## src/rtl/key_debounce_array.sv

```systemverilog
// KEY_NUM-channel active-low key debouncer with level, press and release outputs.
// Define KEY_LONG_PRESS_EN to build the long-press counters and key_long pulses.
module key_debounce_array #(
  parameter int KEY_NUM  = 4,
  parameter int CNT_MAX  = 1_000_000,
  parameter int LONG_MAX = 50_000_000
) (
  input  logic               clk,
  input  logic               rst,
  input  logic [KEY_NUM-1:0] key,
  output logic [KEY_NUM-1:0] key_state,
  output logic [KEY_NUM-1:0] key_press,
  output logic [KEY_NUM-1:0] key_release,
  output logic [KEY_NUM-1:0] key_long
);

  localparam int CW = $clog2(CNT_MAX + 1);
  localparam logic [CW-1:0] CNT_LAST = CW'(CNT_MAX - 1);
  localparam logic [CW-1:0] CNT_ONE  = CW'(1);

  localparam logic [1:0] ST_UP      = 2'd0;
  localparam logic [1:0] ST_DB_DOWN = 2'd1;
  localparam logic [1:0] ST_DOWN    = 2'd2;
  localparam logic [1:0] ST_DB_UP   = 2'd3;

`ifdef KEY_LONG_PRESS_EN
  localparam int LW = $clog2(LONG_MAX + 1);
  localparam logic [LW-1:0] LONG_LAST = LW'(LONG_MAX - 1);
  localparam logic [LW-1:0] LONG_SAT  = LW'(LONG_MAX);
  localparam logic [LW-1:0] LONG_ONE  = LW'(1);
`endif

  if (KEY_NUM < 1 || KEY_NUM > 16 || CNT_MAX < 1 || LONG_MAX < 1) begin : g_bad_cfg
    $error("key_debounce_array: illegal parameter set");
  end

  for (genvar i = 0; i < KEY_NUM; i++) begin : g_ch
    logic [1:0]    sync;
    logic          smp;
    logic [1:0]    st;
    logic [CW-1:0] cnt;
    logic          level;
    logic          press;
    logic          rel;
    logic          rel_now;

    assign smp     = sync[1];
    assign rel_now = (st == ST_DB_UP) && smp && (cnt == CNT_LAST);

    always_ff @(posedge clk or negedge rst) begin
      if (!rst) begin
        sync <= 2'b11;
      end else begin
        sync <= {sync[0], key[i]};
      end
    end

    always_ff @(posedge clk or negedge rst) begin
      if (!rst) begin
        st    <= ST_UP;
        cnt   <= '0;
        level <= 1'b1;
        press <= 1'b0;
        rel   <= 1'b0;
      end else begin
        press <= 1'b0;
        rel   <= 1'b0;
        unique case (1'b1)
          st == ST_UP: begin
            if (!smp) begin
              st  <= ST_DB_DOWN;
              cnt <= '0;
            end
          end
          st == ST_DB_DOWN: begin
            if (smp) begin
              st  <= ST_UP;
              cnt <= '0;
            end else if (cnt == CNT_LAST) begin
              st    <= ST_DOWN;
              cnt   <= '0;
              level <= 1'b0;
              press <= 1'b1;
            end else begin
              cnt <= cnt + CNT_ONE;
            end
          end
          st == ST_DOWN: begin
            if (smp) begin
              st  <= ST_DB_UP;
              cnt <= '0;
            end
          end
          st == ST_DB_UP: begin
            if (!smp) begin
              st  <= ST_DOWN;
              cnt <= '0;
            end else if (cnt == CNT_LAST) begin
              st    <= ST_UP;
              cnt   <= '0;
              level <= 1'b1;
              rel   <= 1'b1;
            end else begin
              cnt <= cnt + CNT_ONE;
            end
          end
          default: begin
            st  <= ST_UP;
            cnt <= '0;
          end
        endcase
      end
    end

    assign key_state[i]   = level;
    assign key_press[i]   = press;
    assign key_release[i] = rel;

`ifdef KEY_LONG_PRESS_EN
    logic [LW-1:0] lcnt;
    logic          lpulse;

    // Hold time spans DB_UP bounces; only an accepted release clears it.
    always_ff @(posedge clk or negedge rst) begin
      if (!rst) begin
        lcnt   <= '0;
        lpulse <= 1'b0;
      end else begin
        lpulse <= 1'b0;
        if (rel_now) begin
          lcnt <= '0;
        end else if (st == ST_DOWN || st == ST_DB_UP) begin
          if (lcnt != LONG_SAT) begin
            lcnt <= lcnt + LONG_ONE;
          end
          if (lcnt == LONG_LAST) begin
            lpulse <= 1'b1;
          end
        end else begin
          lcnt <= '0;
        end
      end
    end

    assign key_long[i] = lpulse;
`else
    assign key_long[i] = 1'b0;
`endif
  end

endmodule

```

## config.mk

```make
export PLATFORM = sky130hd
export DESIGN_NAME = key_debounce_array
export DESIGN_NICKNAME = d
export VERILOG_FILES = /design/src/rtl/key_debounce_array.sv
export SDC_FILE = /design/constraint.sdc
export NUM_CORES = 1
export LEC_CHECK = 0
export ABC_AREA = 1
export BUFFER_PORTS_ARGS = -buffer_cell sky130_fd_sc_hd__clkbuf_2
export CORE_UTILIZATION = 47
export DETAILED_ROUTE_END_ITERATION = 7
export PLACE_DENSITY = 0.67
export SYNTH_ARGS = -nofsm -noshare
export SYNTH_HDL_FRONTEND = slang
export SYNTH_SLANG_ARGS = --single-unit
```

## constraint.sdc

```tcl
create_clock -name clk -period 1.45 [get_ports clk]
set_input_delay 0.2175 -clock clk [delete_from_list [all_inputs] [get_ports clk]]
set_output_delay 0.2175 -clock clk [all_outputs]
set_load 0.01 [all_outputs]
```

# Word level (Yosys, flattened, before mapping)
# Cells that the tools add are included.
[totals]
reg_bits = 108
[classes]
addsub = 4
eq_ne = 48
mux = 92
n_reduce_logical = 20
[ops]
columns = ["cell", "n"]
rows = [
  ["$mux 20", 20],
  ["$pmux 20 s4", 4],
  ["$add 20x1->20 const B", 4],
  ["$eq 20x20->1 const B", 4],
  ["$mux 2", 24],
  ["$ne 2x2->1 const B", 19],
  ["$mux 1", 36],
  ["$pmux 2 s4", 4],
  ["$reduce_and 5->1", 4],
  ["$eq 2x2->1 const B", 8],
  ["$reduce_and 4->1", 4],
  ["$ne 3x2->1 const B", 5],
  ["$ne 2x1->1 const B", 5],
  ["$ne 3x3->1 const B", 3],
  ["$eq 2x1->1 const B", 4],
  ["$logic_not 2->1", 4],
  ["$pmux 1 s2", 4],
  ["$reduce_and 2->1", 4],
  ["$reduce_bool 2->1", 4],
]

# Longest topological paths before layout
# Gate-level depths: netlist of the first run.
[logic_depth]
word_depth = 4
mapped_depth = 10

# Worst setup path before layout of the first run
# No wires, ideal clock.
[synth_path]
path_kind = "reg-to-reg"
startpoint = "reg g_ch[1].cnt[0]"
endpoint = "reg g_ch[1].cnt[10]"
setup_ps = 125
arrival_ps = 1389
required_time_ps = 1325
setup_slack_ps = -64
stages_incl_launch_ff = 10
path_buffers = 1
cell_sequence = "dfrtp_1 ha_1 nand3_1 nor2_2 nand3_4 nand2_8 inv_6 buf_8 nand3_1 o21ai_1"
[synth_via]
elab_chain_cells = 4
word_cells_on_any_way = 6
classes_between = "add/sub (1); eq/ne (1); mux (4)"
[synth_lines]
columns = ["element", "line_no", "source"]
rows = [
  ["start: declaration", "41", "logic [CW-1:0] cnt;"],
  ["start signal: assignment", "85", "cnt <= cnt + CNT_ONE;"],
  ["start signal: assignment", "104", "cnt <= cnt + CNT_ONE;"],
  ["$add 20x1->20 / $eq 20x20->1 (equally long branches)", "--", ""],
  ["$mux 20 *", "79, 98", ""],
  ["$mux 20, on equally long branches", "95, 76", ""],
  ["$pmux 20 s4 *", "68", "unique case (1'b1)"],
]
# Mark *: on every way between the ends. The rest lies on a longest branch, timed or not.
# A chain may end at the register's enable or synchronous reset.

# Final worst setup path of the first run
[layout_path]
startpoint = "reg g_ch[0].cnt[1]"
endpoint = "reg g_ch[0].cnt[9]"
[layout_via]
elab_chain_cells = 4
word_cells_on_any_way = 6
classes_between = "add/sub (1); eq/ne (1); mux (4)"
[layout_lines]
columns = ["element", "line_no"]
rows = [
  ["start: declaration", "41"],
  ["start signal: assignment", "85"],
  ["start signal: assignment", "104"],
  ["$add 20x1->20 / $eq 20x20->1 (equally long branches)", "--"],
  ["$mux 20 *", "79, 98"],
  ["$mux 20, on equally long branches", "95, 76"],
  ["$pmux 20 s4 *", "68"],
]
# Marked as above.

==> run metrics, run 1 <==
FMAX=627 MHz; Sink Count=108; Post-Route WL=15,100 µm; WL/cell=13.7 µm; Worst-Skew Late Latency=0.36 ns; vias per cell=5.18; largest net degree at the start of global routing=31; status=finished with violations; vias in the first global route=5,315; Final Hold Viols=0; post-synth cell types=40; Final Skew=0.00802 ns; via count=5,730; Yosys reg bits=108; clk root buf=clkbuf_16; antenna-violating nets left=0; class of the worst hold path=in -> async; Critical Path Slowest Stage Cell=dfrtp_1; Crit path required time=1.71 ns; GRT Overall Usage=0.227; initial antenna violation count=0; most common cell after layout, fill and taps aside=nand2_1; Seq. cell area=2720 µm²; failing checks=setup timing; CP max FO=6; Diodes inserted=0; die height=115 µm; DRT Pass-1 Iters=5; WL met3=500 µm; Worst Path Buf+Inv=2; RSZ-0062 raised after global routing=true; First DRT Iteration DRCs=257; Worst setup SP type=flip-flop; Slew Limit Fails=0; most frequent cells in the layout=215 x nand2_1, 108 x buf_4, 93 x dfrtp_1; Synth Area per Inst=7.60 µm²; Yosys warning total=0; Final Cycle Share=1.10; Syn Std Cell Area=6020 µm²; crit path time final=1.59 ns; # rows=40; worst path cell trace=ha_2, nand2_2, nor2_4, inv_4, nor2_4, nand3_4, nand2_8, clkinvlp_4, nand3b_1, nand2_1; total grt overflow=0; DRC Markers=0; Setup CP Type=reg -> reg; worst ir drop on vdd=672 µV; Synth Instances=792; final count of negative-setup-slack endpoints=66; Syn-to-layout area delta=37.3%; WP data arrival=1.85 ns; Multi-input gate area=3440 µm²; DRT met1 WL=6720 µm; ratio of cells with drive above 1 in the final layout=0.359; P per Cell Area=1110 nW/µm²; metal2 WL=7550 µm; setup slack after layout=-0.145 ns; GP Congestion=0.923; Crit. End Element=flip-flop; clock slew at reported path FFs=0.08 ns; global-route wire length before repair=23,800 µm; Core Region=12,300 µm²; I/O Buffers=17; Final nets=943; number of I/O pins=22; CTS Buf Count=9; Top Family by Delay on Critical Path=simple AND/OR/NAND/NOR gates; fillers=937; Die W=115 µm; leak pwr=0.00363 µW; Tot Pwr=9170 µW; final instance area=8260 µm²; Largest stage delay, worst path=0.36 ns; Max clock buf depth=2; CTS tree=yes; Die ar.=13,300 µm²; cell repeated most along the worst path=nor2_4; initial core utilization=0.491; DR top layer=met4; number of max-cap violations=0; DP HPWL=9650 µm; Seq/Total Area, Yosys=0.451; DP Area=6960 µm²; H-tree Lvls=3
## timing repair
action | 4_1_cts | 5_1_grt
setup endpoints to repair | 77 | 95
setup buffers | 17 | 17
gates resized for setup | 39 | 159
gates cloned | 1 | 2
pin swaps | 12 | 31
endpoints found under the hold margin | 25 | 0
hold buffers | 5 | 0
## cells by family (layout without fill, tap and decap cells)
group	count (synthesis)	in the layout	share of synthesized area
buf+inv	110	253	0.0869
fa+ha+maj	4	4	0.00831
flops	108	108	0.451
xor+xnor	21	21	0.0305
other cells	1	4	0.000623
simple gates	457	457	0.338
compound gates	91	91	0.0844
## synthesized netlist by cell type
cell	n	share of area
nor2_1	81	0.050
nand3b_1	5	0.0062
nor2_4	3	0.0056
o21ai_1	11	0.0091
buf_4	16	0.020
inv_2	4	0.0025
xor2_1	16	0.023
o22ai_1	21	0.022
clkbuf_1	1	0.00062
xnor2_1	5	0.0073
dfrtp_1	96	0.40
or2_1	4	0.0042
inv_1	80	0.050
nor2_2	7	0.0073
a31oi_1	1	0.0010
nand3b_4	1	0.0033
buf_8	1	0.0025
buf_2	3	0.0025
nand2_4	1	0.0019
nand3_1	75	0.062
conb_1	1	0.00062
a21oi_1	9	0.0075
nand4_1	14	0.015
or2_4	1	0.0015
o211ai_1	1	0.0012
nor3_1	12	0.010
and2_1	1	0.0010
dfstp_2	12	0.052
nand3_2	6	0.010
nand2_1	241	0.15
o21ai_0	39	0.032
o21bai_1	8	0.010
inv_6	1	0.0015
nand3_4	1	0.0029
ha_1	4	0.0083
or2_2	1	0.0010
nand2_8	1	0.0033
a21o_1	1	0.0012
nand2_2	2	0.0021
buf_6	4	0.0075
## flip-flops by register name, summed over array words and instances, names as in the netlist, named ones only
name	flops
g_ch.cnt	80
g_ch.sync	8
g_ch.level	4
g_ch.press	4
g_ch.rel	4
g_ch.st	4
## final timing paths
check / from / to / slack, ns / cells after the start
setup / recovery: g_ch[0].cnt[1] / g_ch[0].cnt[9] / -0.14 / 10
hold / removal: rst / g_ch[3].press / 0.32 / 2
setup reg to reg: g_ch[0].cnt[1] / g_ch[0].cnt[9] / -0.14 / 10
hold reg to reg: g_ch[2].sync[0] / g_ch[2].sync[1] / 0.36 / 0
max in group asynchronous: rst / g_ch[1].sync[1] / 0.56 / 3
min in group clk: g_ch[2].sync[0] / g_ch[2].sync[1] / 0.36 / 0
## routing by layer
layer  global-route usage  up-vias
li1                     -     2824
met1                0.290     2747
met2                0.390      131
met3               0.0311       28
met4               0.0926        0
met5                    0        -
## per-stage QoR
stage	setup slack [ns]	cells	setup TNS, ns	hold slack, ns	util
floorplan	0.00419	795	0	-0.0781	-
global route	-0.216	1106	-10.74	0.356	0.674
detailed placement	-0.113	1048	-2.98	0.172	0.568
CTS	-0.0927	1087	-1.70	0.330	0.617
finish	-0.145	1106	-3.51	0.320	0.674
global placement	-0.0393	1048	-0.483	0.173	0.568
## area by class of cell
class | count | share of cell area
multi-input cells | 577 | 0.416
flip-flops and latches | 108 | 0.329
repair buffers | 149 | 0.147
inverters | 85 | 0.0438
clock buffers | 10 | 0.0289
well taps | 168 | 0.0254
clock inverters | 6 | 0.00560
repair inverters | 3 | 0.00409
## report_power, final
group / internal (µW) / switching [µW] / total, µW
Combinational: 1400 / 1870 / 3270
Sequential: 3250 / 246 / 3490
Clock: 1230 / 1180 / 2410
(Power assumes the default switching activity.)
==> run 2, diff against run 1 <==
- ABC_AREA: 1 -> unset
==> run 2 against run 1 <==
  * The run ends with DRC, setup timing left
  * Utilization grew 9.4 points
  * Worst setup slack lost 0.39 ns
  * Sequential share of layout area shrank 2.4 points
  * Critical path depth shrank 3
  * Largest cell class unchanged
  * Highest routed layer unchanged
==> run metrics, run 2 <==
Yosys reg bits=108; Post-Route WL=17,500 µm; total grt overflow=0; crit path launch=g_ch[3].cnt[15]; clock share of power=0.243; Sink Count=108; DP HPWL=9970 µm; Max clock buf depth=2; WL/cell=17.5 µm; main area contributors after synthesis=dfrtp_1 42%, dfstp_2 5.5%, nand2_1 4.5%; Sw Pwr=3480 µW; global-route wire length before repair=28,200 µm; Multi-input gate area=3530 µm²; initial antenna violation count=0; worst ir drop on vdd=763 µV; post-synth cell types=56; RR Startpoint=g_ch[3].cnt[15]; setup slack after layout=-0.537 ns; clock slew at reported path FFs=0.07 ns; final count of negative-setup-slack endpoints=100; Tot Pwr=9980 µW; P_int=6500 µW; clk root buf=clkbuf_16; largest net degree at the start of global routing=41; ratio of cells with drive above 1 in the final layout=0.498; fillers=739; stages on the worst setup path=7; status=finished with violations; most flop-heavy register=g_ch.cnt; reg2reg path depth=7; Diodes inserted=0; combinational share of power=0.414; Seq. cell area=2720 µm²; Die ar.=12,600 µm²; Final nets=859; CTS Buf Count=9; Yosys warning total=0; class of the worst hold path=in -> async; Crit. End Element=flip-flop; failing checks=DRC, setup timing; I/O Buffers=17; # rows=39; die height=112 µm; Worst-Skew Late Latency=0.36 ns; top_reg_cell synth=dfrtp_1; Slew HR=0.535; DRT Pass-1 Iters=7; leak pwr=0.00404 µW; Synth Instances=614; switching fraction of total power=0.349; Worst Path Buf+Inv=2; Final Hold Viols=0; Crit path required time=1.70 ns; P per Cell Area=1120 nW/µm²; DP Area=7500 µm²; Reg power frac=0.343; RR Endpoint=g_ch[3].cnt[13]; Synth Area per Inst=9.29 µm²; Syn Std Cell Area=5710 µm²; WP data arrival=2.23 ns; Setup TNS=-39.67 ns; Top Family by Delay on Critical Path=simple AND/OR/NAND/NOR gates; GP Congestion=0.835; Core Region=11,600 µm²; Worst-Margin Slew=0.694 ns; count leader, synth=dfrtp_1; CP max FO=6; Critical Path Slowest Stage Cell=or4b_4; antenna-violating nets left=0; CTS tree=yes; FFs w/ async S/R, synth=1.00; FMAX=503 MHz; Final Skew=0.00677 ns; Final Cycle Share=1.37; H-tree Lvls=3; Largest stage delay, worst path=0.55 ns; vias in the first global route=6,047; First DRT Iteration DRCs=509; flop-to-flop setup slack=-0.54 ns; top cells by count, synth=96 x dfrtp_1, 68 x nand2_1, 46 x a21oi_1, 46 x nand3_1, 38 x o21ai_0; most frequent cells in the layout=194 x buf_4, 95 x dfrtp_1, 56 x nand2_1; Setup CP Type=reg -> reg; crit path time final=1.99 ns; largest registers=g_ch.cnt x80, g_ch.sync x8; most common cell after layout, fill and taps aside=buf_4; Seq/Total Area, Yosys=0.476; via count=5,905; Yosys top cell area share=0.421; Worst setup SP type=flip-flop; RSZ-0062 raised after global routing=true; Post-synth EDFFs=0; GRT Overall Usage=0.280; final instance area=8910 µm²; DRC Markers=2; Slew Limit Fails=0; max reg flops=80; initial core utilization=0.491; number of I/O pins=22; number of max-cap violations=0; Die W=112 µm; worst path cell trace=or4b_4, nor3_4, a21o_1, buf_12, buf_4, o21ai_2, a32o_1; CP Capture Point=g_ch[3].cnt[13]; Syn-to-layout area delta=56.2%; vias per cell=5.92; Yosys top cell by area=dfrtp_1
-- run 2: metal layers --
metal / GRT usage / wire (µm) / up-vias
met4: 0.117 / 426 / 0
met1: 0.335 / 7240 / 2919
met3: 0.0567 / 860 / 44
met5: 0 / 0 / -
met2: 0.490 / 8940 / 196
li1: - / - / 2746
-- run 2: worst min path at each step --
stage / from / endpoint / cells after the start
floorplan: rst / asynchronous set/reset pin / 0
global placement: rst / g_ch[2].cnt[4] / 1
detailed placement: rst / g_ch[2].cnt[4] / 1
CTS: rst / g_ch[2].cnt[4] / 2
global route: rst / g_ch[2].cnt[5] / 2
finish: rst / g_ch[2].cnt[5] / 2
-- run 2: cell families (layout without fill, tap and decap cells) --
group	count (synthesis)	in the layout	synth area share
AO/OA/AOI/OAI	173	180	0.190
XOR/XNOR	7	7	0.0107
adder cells (fa/ha/maj)	4	4	0.00877
buffers and inverters	63	293	0.0612
flip-flops	108	108	0.476
multiplexers	6	6	0.0105
other	1	4	0.000657
AND/OR/NAND/NOR	252	252	0.242
-- run 2: worst reg2reg max path, cell delays in order (launching register included) --
cell	delay, ns
dfrtp_1	0.39
or4b_4	0.55
nor3_4	0.21
a21o_1	0.22
buf_12	0.14
buf_4	0.10
o21ai_2	0.04
a32o_1	0.21
-- run 2: final cells by class --
type,instances,area share
Inverter,23,0.00969
Sequential cell,108,0.305
Clock buffer,15,0.0312
Multi-Input combinational cell,453,0.397
Clock inverter,1,0.000561
Timing Repair Buffer,254,0.237
Tap cell,143,0.0201
-- run 2: power groups by stage --
stage          registers, µW  logic, µW  clock network [µW]
2_1_floorplan           3510       1750                   0
3_3_place_gp            3440       2760                   0
3_5_place_dp            3460       2880                   0
4_1_cts                 3430       3670                2460
5_1_grt                 3450       4410                2560
6_report                3430       4140                2420
-- run 2: repair_timing --
item | in CTS | in global routing
gates resized for setup | 89 | 57
setup endpoints to repair | 100 | 100
hold buffers | 5 | 0
setup buffers | 27 | 16
cloned | 9 | 1
endpoints found under the hold margin | 21 | 0
pin swaps | 46 | 42
-- run 2: per-stage QoR --
stage | setup slack (ns) | cells | hold WS (ns) | utilization
CTS | -0.499 | 983 | 0.324 | 0.736
global route | -0.612 | 997 | 0.346 | 0.768
finish | -0.537 | 997 | 0.324 | 0.768
global placement | -0.463 | 926 | 0.158 | 0.646
detailed placement | -0.491 | 926 | 0.156 | 0.646
floorplan | -0.481 | 617 | -0.0781 | -
==> run 3, diff against run 2 <==
- GPL_TIMING_DRIVEN: unset -> 0
- PLACE_DENSITY: 0.67 -> 0.64
- clock period: 1.45 -> 2.44 ns (I/O delays scaled with it)
==> run 3 against run 2 <==
  * Final area decreased by 30%
  * Highest routed layer unchanged
  * Worst setup slack improved by 0.80 ns
  * First-iteration DRC count decreased by 40%
  * Utilization decreased by 23 points
  * Combinational power decreased by 73%
  * The flow finishes with violations (DRC)
  * Wire length decreased by 32%
  * Critical path depth unchanged
  * Clock power decreased by 45%
  * Power decreased by 55%
==> run metrics, run 3 (synthesis gave the netlist of run 2 again) <==
RR Startpoint=g_ch[2].cnt[0]; failing checks=DRC; stages on the worst setup path=7; Crit path required time=2.67 ns; Post-CTS Setup Inserts=0; Worst Path Buf+Inv=1; Core Region=11,600 µm²; global-route wire length before repair=21,100 µm; FMAX=458 MHz; flop-to-flop setup slack=0.26 ns; most common cell after layout, fill and taps aside=dfrtp_1; metal2 WL=5710 µm; RSZ-0062 raised after global routing=false; CTS tree=yes; WL met3=622 µm; DR top layer=met4; number of I/O pins=22; CP Capture Point=g_ch[2].cnt[18]; Tot Pwr=4540 µW; Hold Buf Count CTS=0; max reg flops=80; most flop-heavy register=g_ch.cnt; utilization after layout=0.539; clk root buf=clkbuf_16; DRC Markers=1; Slew HR=0.456; First DRT Iteration DRCs=306; PostCTS Resize Cnt=0; WP data arrival=2.42 ns; most frequent cells in the layout=96 x dfrtp_1, 68 x nand2_1, 46 x nand3_1; setup slack after layout=0.259 ns; Syn-to-layout area delta=9.69%; DP HPWL=8210 µm; P per Cell Area=725 nW/µm²; H-tree Lvls=3; Worst-Skew Late Latency=0.35 ns; via count=4,695; Crit. End Element=flip-flop; reg2reg path depth=7; Final Cycle Share=0.894; worst slack, placed=0.210 ns; GP Congestion=0.851; ratio of cells with drive above 1 in the final layout=0.145; worst path cell trace=ha_1, nand3_1, nor4_1, a21oi_2, buf_2, a32oi_1, nand2_1; Max clock buf depth=2; Diodes inserted=0; WL/cell=15.1 µm; Setup TNS=0 ns; largest net degree at the start of global routing=109; initial core utilization=0.491; leak pwr=0.00267 µW; Die ar.=12,600 µm²; crit path time final=2.18 ns; placed insts=777; crit path launch=g_ch[2].cnt[0]; Final Hold Viols=0; Final Skew=0.00540 ns; vias in the first global route=4,462; vias per cell=5.92; largest registers=g_ch.cnt x80, g_ch.sync x8; post-route insts no fill=793; final count of negative-setup-slack endpoints=0; Critical Path Slowest Stage Cell=nor4_1; I/O Buffers=17; die height=112 µm; Post-Route WL=12,000 µm; Worst setup SP type=flip-flop; Setup CP Type=reg -> reg; antenna-violating nets left=0; # rows=39; Top Family by Delay on Critical Path=simple AND/OR/NAND/NOR gates; Final nets=655; clock slew at reported path FFs=0.07 ns; initial antenna violation count=0; DRT met1 WL=5500 µm; GRT Overall Usage=0.208; RR Endpoint=g_ch[2].cnt[18]; CTS Buf Count=9; Sink Count=108; Worst-Margin Slew=0.816 ns; number of max-cap violations=0; CP max FO=10; class of the worst hold path=in -> reg; Largest stage delay, worst path=0.53 ns; status=finished with violations; Slew Limit Fails=0; DRT Pass-1 Iters=7; worst ir drop on vdd=569 µV; Die W=112 µm; total grt overflow=0
run 3: cell types whose count changed in the layout (fill, tap and decap cells not counted), moves of 13 or more:
cell     before  now
o21ai_2      15    0
o21ai_1      16    0
nand3_1      33   46
a21oi_4      15    0
a21oi_2      34    4
o21ai_0       7   38
buf_6        30    5
buf_4       194   17
a21oi_1       6   45
run 3: worst min path at each step:
stage | startpoint | end | depth (start not counted)
after floorplan | rst | asynchronous set/reset pin | 0
after global placement | g_ch[0].sync[0] | g_ch[0].sync[1] | 0
after detailed placement | g_ch[3].sync[0] | g_ch[3].sync[1] | 0
after CTS | key[1] | g_ch[1].sync[0] | 1
after global routing | key[1] | g_ch[1].sync[0] | 1
final | key[1] | g_ch[1].sync[0] | 1
run 3: per-layer routing:
| layer | global-route usage | up-vias |
|---|---|---|
| met1 | 0.273 | 2271 |
| li1 | - | 2309 |
| met2 | 0.337 | 108 |
| met3 | 0.0556 | 7 |
| met5 | 0 | - |
| met4 | 0.0631 | 0 |
run 3: layout make-up:
cell class	instances	area, µm²
Tap cell	143	179
Clock buffer	14	254
Sequential cell	108	2720
Fill cell	1082	5360
Clock inverter	2	10.0
Timing Repair Buffer	17	93.8
Buffer	40	264
Multi-Input combinational cell	446	2650
Inverter	23	86.3
run 3: per-stage QoR:
stage | hold slack (ns) | instance area (µm²)
floorplan | 0.0704 | 5720
finish | 0.0925 | 6260
global placement | 0.346 | 5980
CTS | 0.0810 | 6250
detailed placement | 0.348 | 5990
global route | 0.0761 | 6260
run 3: power breakdown:
group,switching (µW),internal [µW]
sequential,152,1920
clock,620,719
combinational,725,395
total,1500,3040
